## src/rtl/riscv_pkg.sv

```systemverilog
// riscv_pkg: shared core types; multiplier opcodes and the EX-stage multiplier issue FSM states.
package riscv_pkg;

    typedef enum logic [2:0] {
        MUL_MAC32,
        MUL_MSU32,
        MUL_I,
        MUL_IR,
        MUL_DOT8,
        MUL_DOT16,
        MUL_H
    } mul_opcode_e;

    typedef enum logic [1:0] {
        IDLE,
        ISSUE,
        WAIT_WB,
        DRAIN
    } mul_issue_state_e;

endpackage

```

## src/rtl/mul_issue_ctrl.sv

```systemverilog
// mul_issue_ctrl: latches an ID multiply request, holds it on the multiplier port until completion,
// and retires the result to writeback through a one-entry register; handles flush and timeout.
module mul_issue_ctrl
    import riscv_pkg::*;
#(
    parameter int TIMEOUT = 8
) (
    input  logic        clk,
    input  logic        rst,
    input  logic        id_valid_i,
    output logic        id_ready_o,
    input  mul_opcode_e id_operator_i,
    input  logic [1:0]  id_short_signed_i,
    input  logic        id_short_subword_i,
    input  logic [31:0] id_operand_a_i,
    input  logic [31:0] id_operand_b_i,
    input  logic [31:0] id_operand_c_i,
    input  logic [4:0]  id_imm_i,
    input  logic [4:0]  id_rd_i,
    input  logic        flush_i,
    output logic        mul_enable_o,
    output mul_opcode_e mul_operator_o,
    output logic [1:0]  mul_short_signed_o,
    output logic        mul_short_subword_o,
    output logic [31:0] mul_operand_a_o,
    output logic [31:0] mul_operand_b_o,
    output logic [31:0] mul_operand_c_o,
    output logic [4:0]  mul_imm_o,
    output logic        mul_ex_ready_o,
    input  logic [31:0] mul_result_i,
    input  logic        mul_ready_i,
    input  logic        mul_multicycle_i,
    input  logic        mul_mulh_active_i,
    output logic        wb_valid_o,
    input  logic        wb_ready_i,
    output logic [4:0]  wb_rd_o,
    output logic [31:0] wb_result_o,
    output logic        busy_o,
    output logic        err_o
);
    localparam int CW = $clog2(TIMEOUT + 1);
    localparam logic [CW-1:0] TMAX = CW'(TIMEOUT);
    localparam logic [CW-1:0] TLAST = CW'(TIMEOUT - 1);

    mul_issue_state_e state_q, state_d;
    mul_opcode_e      op_q;
    logic [1:0]       sgn_q;
    logic             sub_q;
    logic [31:0]      a_q, b_q, c_q, res_q;
    logic [4:0]       imm_q, rd_q, wb_rd_q;
    logic [CW-1:0]    cnt_q;
    logic             err_q, accept, issue, unused_status;

    assign unused_status = mul_multicycle_i | mul_mulh_active_i;
    assign issue = state_q == ISSUE;
    assign mul_enable_o = issue | state_q == DRAIN;
    assign mul_ex_ready_o = mul_enable_o & mul_ready_i;
    assign id_ready_o = !flush_i & (state_q == IDLE | (state_q == WAIT_WB & wb_ready_i));
    assign accept = id_valid_i & id_ready_o;
    assign wb_valid_o = state_q == WAIT_WB;
    assign busy_o = state_q != IDLE;
    assign err_o = err_q;
    assign mul_operator_o = op_q;
    assign mul_short_signed_o = sgn_q;
    assign mul_short_subword_o = sub_q;
    assign mul_operand_a_o = a_q;
    assign mul_operand_b_o = b_q;
    assign mul_operand_c_o = c_q;
    assign mul_imm_o = imm_q;
    assign wb_rd_o = wb_rd_q;
    assign wb_result_o = res_q;

    always_comb begin
        state_d = state_q;
        case (state_q)
            IDLE:    state_d = accept ? ISSUE : IDLE;
            ISSUE:   state_d = flush_i ? (mul_ready_i ? IDLE : DRAIN) : (mul_ready_i ? WAIT_WB : ISSUE);
            WAIT_WB: state_d = flush_i ? IDLE : (wb_ready_i ? (accept ? ISSUE : IDLE) : WAIT_WB);
            DRAIN:   state_d = mul_ready_i ? IDLE : DRAIN;
            default: state_d = IDLE;
        endcase
    end

    always_ff @(posedge clk or posedge rst) begin
        if (rst) begin
            state_q <= IDLE;
            op_q    <= MUL_MAC32;
            sgn_q   <= '0;
            sub_q   <= 1'b0;
            a_q     <= '0;
            b_q     <= '0;
            c_q     <= '0;
            imm_q   <= '0;
            rd_q    <= '0;
            res_q   <= '0;
            wb_rd_q <= '0;
            cnt_q   <= '0;
            err_q   <= 1'b0;
        end else begin
            state_q <= state_d;
            if (accept) begin
                op_q  <= id_operator_i;
                sgn_q <= id_short_signed_i;
                sub_q <= id_short_subword_i;
                a_q   <= id_operand_a_i;
                b_q   <= id_operand_b_i;
                c_q   <= id_operand_c_i;
                imm_q <= id_imm_i;
                rd_q  <= id_rd_i;
                cnt_q <= '0;
            end else if (issue & !mul_ready_i) begin
                cnt_q <= cnt_q == TMAX ? TMAX : cnt_q + 1'b1;
                err_q <= err_q | (cnt_q == TLAST);
            end
            // a flushed completion is retired to the multiplier but never reaches writeback
            if (issue & mul_ready_i & !flush_i) begin
                res_q   <= mul_result_i;
                wb_rd_q <= rd_q;
            end
        end
    end
endmodule

```

## config.mk

```make
export PLATFORM = sky130hd
export DESIGN_NAME = mul_issue_ctrl
export DESIGN_NICKNAME = d
export VERILOG_FILES = /design/src/rtl/riscv_pkg.sv /design/src/rtl/mul_issue_ctrl.sv
export SDC_FILE = /design/constraint.sdc
export NUM_CORES = 1
export LEC_CHECK = 0
export BUFFER_PORTS_ARGS = -buffer_cell sky130_fd_sc_hd__buf_2
export CORE_ASPECT_RATIO = 0.5
export CORE_MARGIN = 5
export CORE_UTILIZATION = 46
export DETAILED_ROUTE_END_ITERATION = 16
export PLACE_DENSITY = 0.8
export RECOVER_POWER = 100
export SLEW_MARGIN = 20
export SYNTH_ARGS = -nofsm -noshare
export SYNTH_HDL_FRONTEND = slang
export SYNTH_SLANG_ARGS = --single-unit
```

## constraint.sdc

```tcl
create_clock -name clk -period 6.5 [get_ports clk]
set_clock_uncertainty 0.2 [all_clocks]
set_input_delay 0.325 -clock clk [delete_from_list [all_inputs] [get_ports clk]]
set_output_delay 0.325 -clock clk [all_outputs]
set_load 0.03 [all_outputs]
```

==> results.toml <==
[placement]
dp.cells = 820
gp_congestion = 0.7712
placed_cell_area_mm2 = 0.007670
port_buffers = 299
dpl_worst_slack_ps = 4291
dp_hpwl_mm = 10.81

[yosys]
avgSynthCellArea_um2 = 16.67
synthAdderAreaFrac = 0.008205
synth_top_family_by_area = "multiplexers"
synth.area.mux_share = 0.2829
synth_area_mm2 = 0.006100
synth.distinct_cells = 31
syn_inst = 366
synth_xor_xnor_area_share = 0
seq_area_frac_synth = 0.6400
ys_warn_count = 0
yosys.area_share.simple = 0.02236
synth_compound_area_frac = 0.01169
synthesis.nets = 522
synth_seq_cells = 156

[sta]
finalSetupTns_ps = 0
finalSetupViolCount = 0
finalMaxSlewViolations = 158
tightest_slew_ps = 2170
final.min_clock_period_ps = 3606
rsz0062_at_grt = "no"
slew-limit-headroom = -0.4468
finalCritPeriodShare = 0.5547
finalWorstSetupSlack_ps = 2894
clock.fmax_ghz = 0.2774
hold_viol_final = 0
whs_ps = 89.78

[finish]
stdcell_area_mm2 = 0.009479
final_common_cell = "dfrtp_1"
drive_gt1_frac = 0.3736
fin_nets = 970
mostFrequentLayoutCells = "dfrtp_1, clkbuf_1, buf_2"
final_cell_count_no_fill = 999
syn2layout_area_growth_pct = 55.41

[clock_tree]
clk_pin_slew_worst_paths_ps = 60
cts_tree = "built"
cts_sinks = 156
htreeDepth = 4
cts-buffers-inserted = 17
clock_path_buffers = 2
cts-root-buf = "clkbuf_16"
clk_latency_ps = 400
cts_setup_buffers = 0

[critical_path]
startpoint = "state_q[1]"
arrival_ps = 3680
worstRegToRegCells = 4
crit_type = "flip-flop to flip-flop"
required_ps = 6580
crit_fanout = 42
r2r-start = "state_q[1]"
reg2reg_to = "mul_operand_b_o[16]"
crit_end = "mul_operand_b_o[16]"
endpoint_kind = "flip-flop"
rrSetupSlack_ps = 2890
critPathLaunchType = "flip-flop"

[global_route]
grt_max_degree = 93
antenna_found_initial = 1
overflow = 0
grt_pass1_vias = 5418
grt_pass1_wl_mm = 28.35
grt_use_total = 0.2236

[floorplan]
io_pins = 302
die_height_um = 91.43
die_w_um = 172.9
die_area_mm2 = 0.01580
start_util = 0.4762
core-area_mm2 = 0.01281
std_cell_rows = 29

[detailed_routing]
drtIter0Drc = 145
drc = 0
avgViaCountPerCell = 4.778
routedWlPerCell_um = 17.82
drt_first_pass_iters = 4
antenna_left = 0
drt-total-wl_mm = 17.80
vias = 4773

[outcome]
status = "finished, violations left"
violations = "max-capacitance violations, max-slew violations"

[min_path]
hold_path.class = "input port to flip-flop"

[power]
p_leak_uw = 0.004207
powerDensity_mw_per_mm2 = 468.4
ir_worst_vdd_mv = 0.2190

[job]
maxCapViolations = 4
final cells by class:
cell class,instances,area [um2]
Antenna cell,2,5.005
Clock buffer,18,439.2
Clock inverter,14,182.7
Fill cell,886,3329
Inverter,7,31.28
Multi-Input combinational cell,183,1923
Sequential cell,156,3904
Tap cell,170,212.7
Timing Repair Buffer,449,2781
kinds of logic after synthesis:
| kind of cell | Yosys count |
|---|---|
| buffers and inverters | 27 |
| muxes | 150 |
| AOI/OAI and AO/OA | 11 |
| and+or+nand+nor | 18 |
| adders and majority gates | 4 |
| DFF | 156 |
worst max-delay path, cell delays in order, from the launching register on:
cell and delay, ps:
dfrtp_1 470, nor2b_1 190, nor4b_1 530, clkbuf_1 1600, mux2_2 470
registers in the layout, summed over array words and instances (netlist names), 3 cells and up:
| name | flops |
|---|---|
| wb_rd_o | 5 |
| mul_operator_o | 3 |
| cnt_q | 4 |
| mul_operand_b_o | 32 |
| mul_imm_o | 5 |
| wb_result_o | 32 |
| mul_operand_a_o | 32 |
| mul_operand_c_o | 32 |
| rd_q | 5 |
worst min-delay path by stage:
stage	to	slack, ps	start	depth (start not counted)
after detailed placement	err_o	260	err_o	1
after floorplan	mul_operand_c_o[0]	260	id_operand_c_i[0]	1
after global routing	state_q[1]	150	wb_ready_i	4
final	state_q[1]	90	wb_ready_i	4
after CTS	state_q[1]	120	wb_ready_i	4
after global placement	err_o	250	err_o	1
cells in the mapped netlist, drive strengths merged:
master | count | area [um2]
ha | 4 | 50.05
and2b | 1 | 8.760
mux2 | 149 | 1715
buf | 19 | 177.7
nand4b | 1 | 8.760
nor3 | 3 | 15.01
and2 | 1 | 7.510
inv | 7 | 26.28
or2 | 1 | 6.260
a21o | 1 | 8.760
a41o | 1 | 10.01
nor4b | 1 | 23.77
nand3 | 1 | 5.000
nor3b | 2 | 15.01
mux2i | 1 | 10.01
nand2 | 4 | 15.01
o31ai | 1 | 7.510
o22ai | 1 | 6.260
or3 | 1 | 6.260
o21ai | 3 | 15.01
a21oi | 4 | 23.77
nor2b | 1 | 13.76
dlygate4sd1 | 1 | 8.760
dfrtp | 156 | 3904
or3b | 1 | 11.26
what timing repair did:
item,CTS,global route
endpoints found under the hold margin,235,0
endpoints found under the setup margin,0,0
resized for setup,0,0
hold buffers,145,0
metal layers:
| metal | up-vias | track usage | wire length [um] |
|---|---|---|---|
| met5 | - | 0 | 0 |
| met4 | 0 | 0.1001 | 658 |
| met3 | 47 | 0.05062 | 783 |
| met2 | 162 | 0.4369 | 10240 |
| met1 | 2372 | 0.2292 | 6121 |
| li1 | 2192 | - | - |
metrics by stage:
stage | util | power, uW
final | 0.7401 | 4440
after global routing | 0.7399 | 4655
after CTS | 0.7607 | 4568
after detailed placement | 0.5988 | 3448
after global placement | 0.5988 | 3390
after floorplan | - | 2871
power by group:
group          internal (uW)  switching (uW)
Clock                    625             414
Sequential              1380             231
Combinational            568            1230
Total                   2570            1870
(Power assumes the default switching activity.)
